`config.mk`:
```
export PLATFORM = sky130hd
export DESIGN_NAME = tohost_monitor
export DESIGN_NICKNAME = d
export VERILOG_FILES = /design/src/rtl/tohost_monitor.sv
export SDC_FILE = /design/constraint.sdc
export NUM_CORES = 1
export LEC_CHECK = 0
export BUFFER_PORTS_ARGS = -buffer_cell sky130_fd_sc_hd__buf_2
export CAP_MARGIN = 40
export CORE_MARGIN = 2
export CORE_UTILIZATION = 51
export DETAILED_ROUTE_END_ITERATION = 8
export MAX_ROUTING_LAYER = met4
export PLACE_DENSITY = 0.78
export SLEW_MARGIN = 10
export SYNTH_ARGS = -nofsm -noshare
export SYNTH_HDL_FRONTEND = slang
export SYNTH_SLANG_ARGS = --single-unit
```
`constraint.sdc`:
```
create_clock -name clk -period 2.76 [get_ports clk]
set_input_delay 0.276 -clock clk [delete_from_list [all_inputs] [get_ports clk]]
set_output_delay 0.276 -clock clk [all_outputs]
set_load 0.01 [all_outputs]
```
`src/rtl/tohost_monitor.sv`:
```
// Harness-side tohost endpoint: decodes exit/putchar requests, acknowledges on fromhost,
// buffers console bytes and drives sticky pass/fail status with a no-progress watchdog.
module tohost_monitor #(
  parameter int FIFO_DEPTH = 4,
  parameter int WATCHDOG_W = 32
) (
  input  logic                  clk,
  input  logic                  reset_n,
  input  logic                  tohost_valid,
  output logic                  tohost_ready,
  input  logic [63:0]           tohost_data,
  output logic                  fromhost_valid,
  input  logic                  fromhost_ready,
  output logic [63:0]           fromhost_data,
  output logic                  cons_valid,
  input  logic                  cons_ready,
  output logic [7:0]            cons_data,
  input  logic                  activity,
  input  logic [WATCHDOG_W-1:0] watchdog_limit,
  output logic                  io_success,
  output logic                  io_failure,
  output logic [31:0]           exit_code
);

  localparam int          PTR_W        = (FIFO_DEPTH > 1) ? $clog2(FIFO_DEPTH) : 1;
  localparam logic [63:0] ACK_WORD     = {8'd1, 8'd1, 48'd0};
  localparam logic [31:0] CODE_SYSCALL = 32'hFFFF_FFFE;
  localparam logic [31:0] CODE_BAD     = 32'hFFFF_FFFF;
  localparam logic [31:0] CODE_WDOG    = 32'hDEAD_0001;

  typedef enum logic [1:0] {IDLE, ACK, DONE} state_t;

  state_t                state;
  logic [7:0]            fifo_mem [FIFO_DEPTH];
  logic [PTR_W:0]        wr_ptr, rd_ptr;
  logic [WATCHDOG_W-1:0] wdog_cnt;
  logic                  fifo_full, fifo_empty, accept, push, pop, wdog_expire;
  logic [7:0]            dev, cmd;
  logic [47:0]           payload;
  logic [31:0]           code;
  logic                  unused_payload_hi;

  assign dev               = tohost_data[63:56];
  assign cmd               = tohost_data[55:48];
  assign payload           = tohost_data[47:0];
  assign code              = payload[32:1];
  assign unused_payload_hi = ^payload[47:33];

  // Extra pointer bit separates full (MSBs differ) from empty (pointers equal).
  assign fifo_empty   = (wr_ptr == rd_ptr);
  assign fifo_full    = (wr_ptr[PTR_W] != rd_ptr[PTR_W]) &&
                        (wr_ptr[PTR_W-1:0] == rd_ptr[PTR_W-1:0]);
  assign tohost_ready = (state == IDLE) && !fifo_full;
  assign accept       = tohost_valid && tohost_ready;
  assign push         = accept && (dev == 8'd1) && (cmd == 8'd1);
  assign cons_valid   = !fifo_empty;
  assign pop          = cons_valid && cons_ready;
  assign cons_data    = cons_valid ? fifo_mem[rd_ptr[PTR_W-1:0]] : 8'd0;

  assign wdog_expire = (state != DONE) && (watchdog_limit != '0) &&
                       (wdog_cnt == watchdog_limit) && !activity;

  always_ff @(posedge clk) begin
    if (push) fifo_mem[wr_ptr[PTR_W-1:0]] <= payload[7:0];
  end

  always_ff @(posedge clk or negedge reset_n) begin
    if (!reset_n) begin
      wr_ptr <= '0;
      rd_ptr <= '0;
    end else begin
      if (push) wr_ptr <= wr_ptr + (PTR_W+1)'(1);
      if (pop)  rd_ptr <= rd_ptr + (PTR_W+1)'(1);
    end
  end

  always_ff @(posedge clk or negedge reset_n) begin
    if (!reset_n) begin
      wdog_cnt <= '0;
    end else if (activity || accept) begin
      wdog_cnt <= '0;
    end else if (!(&wdog_cnt)) begin
      wdog_cnt <= wdog_cnt + WATCHDOG_W'(1);
    end
  end

  // An accepted word is decoded ahead of watchdog expiry in the same cycle.
  always_ff @(posedge clk or negedge reset_n) begin
    if (!reset_n) begin
      state          <= IDLE;
      io_success     <= 1'b0;
      io_failure     <= 1'b0;
      exit_code      <= 32'd0;
      fromhost_valid <= 1'b0;
      fromhost_data  <= 64'd0;
    end else begin
      case (state)
        IDLE: begin
          if (accept) begin
            if (dev == 8'd0) begin
              if (payload[0]) begin
                if (code == 32'd0) io_success <= 1'b1;
                else               io_failure <= 1'b1;
                exit_code <= code;
              end else begin
                io_failure <= 1'b1;
                exit_code  <= CODE_SYSCALL;
              end
              state <= DONE;
            end else if (push) begin
              fromhost_valid <= 1'b1;
              fromhost_data  <= ACK_WORD;
              state          <= ACK;
            end else begin
              io_failure <= 1'b1;
              exit_code  <= CODE_BAD;
              state      <= DONE;
            end
          end else if (wdog_expire) begin
            io_failure <= 1'b1;
            exit_code  <= CODE_WDOG;
            state      <= DONE;
          end
        end
        ACK: begin
          if (wdog_expire) begin
            fromhost_valid <= 1'b0;
            io_failure     <= 1'b1;
            exit_code      <= CODE_WDOG;
            state          <= DONE;
          end else if (fromhost_ready) begin
            fromhost_valid <= 1'b0;
            state          <= IDLE;
          end
        end
        DONE: begin
          fromhost_valid <= 1'b0;
        end
        default: state <= IDLE;
      endcase
    end
  end

endmodule
```
Yosys cells after proc, flatten, opt, wreduce, memory -nomap -nowiden
Memories as Yosys holds them, arrays and structs flattened.
Index checks and enable logic that the tools add are counted.

word-level totals
  bits in registers = 76
  RAM bits = 32
  input port bits = 102
  output and inout bits = 109
  logic and storage cells = 89
  memories = 1

memories
  name      words  bits a word  read ports  clocked after Yosys merged registers in  write ports  RTL line  source
  fifo_mem  4      8            1           0                                        1            34        logic [7:0] fifo_mem [FIFO_DEPTH];

operators by class
  $add $sub $neg = 3
  equality and inequality tests = 17
  mux-type cells = 31
  bitwise gates (word level) = 2
  reductions and logical operators = 26

operator list
  cell                   count
  $mux 32                7
  $pmux 32 s2            1
  $add 32x1->32 const B  1
  $eq 32x32->1           1
  $logic_not 32->1       1
  $reduce_and 32->1      1
  $reduce_bool 32->1     1
  $eq 8x1->1 const B     2
  $mux 1                 13
  $mux 2                 6
  $ne 2x2->1 const B     5
  $reduce_and 5->1       2
  $logic_and 1x1->1      9
  $logic_not 8->1        1
  $mux 8                 1
  $add 3x1->3 const B    2
  $ne 3x3->1 const B     2
  $pmux 2 s3             1
  $reduce_and 3->1       2
  $ne 5x5->1 const B     1
  $ne 4x3->1 const B     1
  $reduce_and 4->1       1
  $eq 3x3->1             1
  $logic_not 1->1        3
  12 further kinds       13

Logic depth before layout (Yosys ltp)
  word-level depth = 11
  depth in mapped cells = 9
  gate-level depth less buffers = 8

Worst setup path after synthesis
OpenSTA, ideal clock, no wires.

  path type = input to register
  start point = input port tohost_data[61]
  end point = register exit_code[16]
  setup time = 0.124 ns
  arrival time = 2.254 ns
  required time = 2.636 ns
  path slack = 0.382 ns
  stages = 8
  path buffers = 2
  cell sequence = or4_4 > or4_4 > or3_1 > buf_6 > o21ai_4 > nor4_4 > buf_6 > o31a_1

between the ends
  cells in the longest elaborated chain, start to end = 5
  elaborated cells on any way between the ends = 9
  those cells by class = eq/ne: 2; mux: 3; reduce/logical: 4

RTL lines
  item                             RTL line  source
  from (decl)                      11        input logic [63:0] tohost_data,
  $eq 8x1->1                       55        assign push = accept && (dev == 8'd1) && (cmd == 8'd1);
  $logic_and 1x1->1 (2 in series)  55
  $ne 4x3->1 (no line)             --
  $reduce_and 2->1 (no line)       --
  to (signal assigned)             104       exit_code <= code;
  to (decl)                        22        output logic [31:0] exit_code

Several ways; a longest one is shown, not always the timed one.
A chain may end at the register's enable or synchronous reset.

Worst setup path in the final report
  start point = register wr_ptr[1]
  end point = register exit_code[17]

between the ends
  cells in the longest elaborated chain, start to end = 9
  elaborated cells on any way between the ends = 11
  those cells by class = eq/ne: 2; mux: 2; reduce/logical: 7

RTL lines
  item                             RTL line  source
  from (decl)                      35        logic [PTR_W:0] wr_ptr, rd_ptr;
  from (signal assigned)           72        if (push) wr_ptr <= wr_ptr + (PTR_W+1)'(1);
  $eq 2x2->1 (*)                   52        (wr_ptr[PTR_W-1:0] == rd_ptr[PTR_W-1:0]);
  $logic_and 1x1->1 (*)            51        assign fifo_full = (wr_ptr[PTR_W] != rd_ptr[PTR_W]) &&
  $logic_not 1->1 (*)              53        assign tohost_ready = (state == IDLE) && !fifo_full;
  $logic_and 1x1->1 (*)            53
  $logic_and 1x1->1 (*)            54        assign accept = tohost_valid && tohost_ready;
  $logic_and 1x1->1 (2 in series)  55
  $ne 4x3->1 (no line)             --
  $reduce_and 2->1 (no line)       --

Mark *: on every way between the ends. The rest lies on a longest branch, timed or not.

==> Implementation_results.wiki <==
{| class="wikitable"
! Metric !! Value
|-
| Overall routed net length || ~15000 µm
|-
| Classification of the worst setup path || flip-flop to flip-flop
|-
| Largest net degree at the start of global routing || 67
|-
| Headroom to the max-slew limit || roughly 46%
|-
| Setup TNS after final layout || 0 ps
|-
| Area delta synth->final || 16.1%
|-
| DIE AREA || roughly 13000 µm²
|-
| Core ar. || roughly 12000 µm²
|-
| Clock-pin transition on the worst setup and hold timing paths || around 70 ps
|-
| Commonest register cell after synthesis || sky130_fd_sc_hd__dfrtp_1
|-
| Share of power burned in the clock network || between 20% and 30%
|-
| Fin util || 60.0%
|-
| Leading post-synthesis cells by cell area || sky130_fd_sc_hd__dfrtp_1 31%, sky130_fd_sc_hd__edfxtp_1 16%, sky130_fd_sc_hd__buf_4 8.0%, sky130_fd_sc_hd__xor2_1 5.4%, sky130_fd_sc_hd__xnor2_1 3.9%
|-
| Skew-Pair Late Insertion Delay || roughly 350 ps
|-
| Antenna cell count || 0
|-
| Initial DRC Count || between 300 and 400
|-
| DRC violations left || 0
|-
| Highest attainable clock frequency || between 400 and 500 MHz
|-
| Tightest Pin Transition || 798 ps
|-
| Number of stages on the worst setup path || 7
|-
| Number of enable flip-flop cells after synthesis || 32
|-
| Sequential-to-total area share from yosys stat || 46.7%
|-
| CTS sink cnt || approximately 110
|-
| Cell row count || 40
|-
| Sequential share of power || 41.8%
|-
| Worst hold-check path type || input pin to flip-flop
|-
| Inserted Clock Buffers || 9
|-
| Leakage Power || 0.00301 µW
|-
| Average size of a mapped cell || around 10 µm²
|-
| Final instance area || roughly 7100 µm²
|-
| Endpoint type of the worst setup path || flip-flop
|-
| Slowest stage cell on the critical path || sky130_fd_sc_hd__nor3_2
|-
| Die height || around 110 µm
|-
| Data arrival time at the worst-slack endpoint || approximately 2700 ps
|-
| Buffers from clock root to sink, at most || 2
|-
| Total internal power || roughly 3100 µW
|-
| Number of endpoints with negative hold slack in the final report || 0
|-
| Weighted congestion reported at the end of routability-driven placement || 0.960
|-
| Outcome || finished, final reports clean
|-
| Routed length per placed instance || around 16 µm
|-
| Count of state elements after synthesis || approximately 110
|-
| TritonCTS clock tree || built
|-
| Most frequent cell after synthesis || sky130_fd_sc_hd__dfrtp_1
|-
| Setup WS pre-CTS || about 63 ps
|-
| Area share of the largest cell type after synthesis || 31.0%
|-
| Root cell of the clock tree || sky130_fd_sc_hd__clkbuf_16
|-
| Share of the cycle needed by the critical path after routing || between 80% and 90%
|-
| Placed wire-length estimate || roughly 11000 µm
|-
| Crit path time final || ~2400 ps
|-
| Critical path launch point type || flip-flop
|-
| Die Wd || ~110 µm
|-
| Total of buffers placed on input and output ports || roughly 130
|-
| Required arrival time at the worst endpoint || approximately 3000 ps
|-
| Pins Over Slew Limit || 0
|-
| Yosys warning count || 0
|-
| Combinational Power Share || between 30% and 40%
|-
| Proportion of register bits with asynchronous set or reset after synthesis || a little over two thirds
|-
| Number of global-route vias before repair || approximately 4700
|-
| Synth cell count leaders || 76 x sky130_fd_sc_hd__dfrtp_1, 65 x sky130_fd_sc_hd__buf_4, 39 x sky130_fd_sc_hd__o21ai_0
|-
| Switching component of the power || approximately 1600 µW
|-
| Number of top-level design ports || roughly 210
|-
| Synth Cell Area || between 6000 and 7000 µm²
|-
| Setup violators final || 0
|-
| Via count || slightly below 5000
|-
| Layout Nets || 845
|-
| Dpl cell area || 6830 µm²
|-
| Distinct cell type count of the synthesized netlist || 57
|-
| Power density relative to cell area || approximately 660 nW/µm²
|-
| Number of cells traversed by the worst hold path || 1
|-
| Minimum setup slack in the final design || approximately 350 ps
|-
| Buffer and inverter count on the worst path || 2
|-
| Most frequent cell on the critical path || sky130_fd_sc_hd__buf_4
|-
| Post-synthesis cell type with the largest combined area || sky130_fd_sc_hd__dfrtp_1
|-
| Antenna violations before repair || 0
|-
| Starting utilization of the core area || between 50% and 60%
|-
| Cell type group with the largest total delay on the critical path || simple AND/OR/NAND/NOR gates
|-
| Via density || 5.47
|-
| Total setup buffers inserted after CTS || 0
|-
| Worst Clk Skew || roughly 8.7 ps
|-
| GRT overflow || 0
|-
| First-pass GRT wire length || around 23000 µm
|-
| H-tree Lvls || 3
|-
| Highest ir drop seen on vdd || about 0.00032 V
|-
| Net Sw Frac || approximately 34%
|-
| Maximum single-stage delay on the critical path || around 650 ps
|-
| Detailed-routing iteration count for the pre-antenna-repair pass || 4
|-
| Fillers || around 1000
|-
| Critical Path, Cell by Cell || xor2_1 -> o311ai_2 -> buf_4 -> nor3_2 -> buf_4 -> o21ai_0 -> o21ai_1
|-
| Unrepaired setup endpoints after global routing || false
|-
| Max-capacitance violation count || 0
|-
| Post-Synthesis Cells || between 500 and 600
|-
| Global router's overall resource usage || a little under a quarter
|-
| Logic depth of the worst register-to-register path || 7
|-
| Worst-path maximum fanout || 19
|-
| Fraction of layout cells with a size suffix above 1 || 27.9%
|-
| Number of nets with antenna violations after detailed routing || 0
|}
## registers in the layout, indices dropped and copies added, names as in the netlist
name            cells
exit_code          32
fifo_mem           32
wdog_cnt           32
rd_ptr              3
wr_ptr              3
state               2
fromhost_data       1
fromhost_valid      1
io_failure          1
io_success          1
## what timing repair did
action | in CTS | in global routing
endpoints found under the hold margin | 10 | 0
resized for setup | 0 | 0
setup endpoints to repair | 0 | 0
hold buffers | 1 | 0
## per-stage QoR
stage          hold slack (ps)  power [µW]  std cells
2_1_floorplan            -19.6        2980        648
3_3_place_gp               438        3450        866
3_5_place_dp               136        3500        868
4_1_cts                    157        4730        885
5_1_grt                    162        4970        885
6_report                   174        4690        885
## placed cells by master (no fill, tap or decap), types with 3 or more instances in the layout
cell type	synthesis	layout
sky130_fd_sc_hd__or3_2	9	9
sky130_fd_sc_hd__nor3b_1	3	3
sky130_fd_sc_hd__nand4_1	14	14
sky130_fd_sc_hd__dfrtp_1	76	76
sky130_fd_sc_hd__and4_1	3	3
sky130_fd_sc_hd__nand2b_1	3	3
sky130_fd_sc_hd__buf_4	65	27
sky130_fd_sc_hd__xor2_1	38	38
sky130_fd_sc_hd__ha_1	10	10
sky130_fd_sc_hd__nor4_1	32	32
sky130_fd_sc_hd__a21oi_1	11	11
sky130_fd_sc_hd__edfxtp_1	32	32
sky130_fd_sc_hd__nor3_1	18	17
sky130_fd_sc_hd__clkbuf_16	0	9
sky130_fd_sc_hd__mux4_2	8	8
sky130_fd_sc_hd__conb_1	1	62
sky130_fd_sc_hd__buf_2	3	132
sky130_fd_sc_hd__and2_1	13	13
sky130_fd_sc_hd__inv_1	10	10
sky130_fd_sc_hd__or3_1	6	6
sky130_fd_sc_hd__xnor2_1	27	27
sky130_fd_sc_hd__o31a_2	3	3
sky130_fd_sc_hd__o21ai_1	4	4
sky130_fd_sc_hd__nor2_1	36	36
sky130_fd_sc_hd__o21ai_0	39	38
sky130_fd_sc_hd__o31a_1	10	10
sky130_fd_sc_hd__a211oi_1	5	5
sky130_fd_sc_hd__nand3_1	16	16
sky130_fd_sc_hd__nand2_1	38	38
## worst paths after layout
| check | start | endpoint | slack [ps] |
|---|---|---|---|
| max | wr_ptr[1] | exit_code[17] | 350 |
| min | tohost_data[7] | fifo_mem[1][7] | 170 |
| max reg2reg | wr_ptr[1] | exit_code[17] | 350 |
| min reg2reg | io_success | io_success | 480 |
| max in group asynchronous | reset_n | exit_code[0] | 1900 |
| min in group asynchronous | reset_n | wdog_cnt[0] | 310 |
## cell families after synthesis
logic type / share of synthesized area (%)
xor gates and xnor gates: 9.29
muxes: 3.45
and+or+nand+nor: 18.8
buffers and inverters: 10.7
other: 0.0612
adders and majority gates: 2.04
DFF: 46.7
AOI/OAI and AO/OA: 8.94
## routing by layer
metal	wire (µm)	track usage (%)	share of wire, %	vias up
met4	299	7.89	2.1	0
met2	7190	37.8	49	191
met1	6250	30.4	43	2350
met3	831	5.05	5.7	27
li1	-	-	-	2275
met5	0	-	0	-
## power groups by stage
stage | Combinational, µW | Clock, µW | Sequential (µW)
detailed placement | 1510 | 0 | 1990
CTS | 1520 | 1250 | 1960
finish | 1510 | 1220 | 1960
floorplan | 928 | 0 | 2060
global placement | 1460 | 0 | 1990
global route | 1670 | 1310 | 1990
## cell type report
class	count	area, µm²	area share (%)
clock inverters	6	46.3	0.650
multi-input cells	442	2850	40.0
well taps	147	184	2.58
clock buffers	10	229	3.22
inverters	10	37.5	0.527
repair buffers	162	912	12.8
flip-flops and latches	108	2860	40.2
Note: power is estimated with default switching activity, not from simulation.
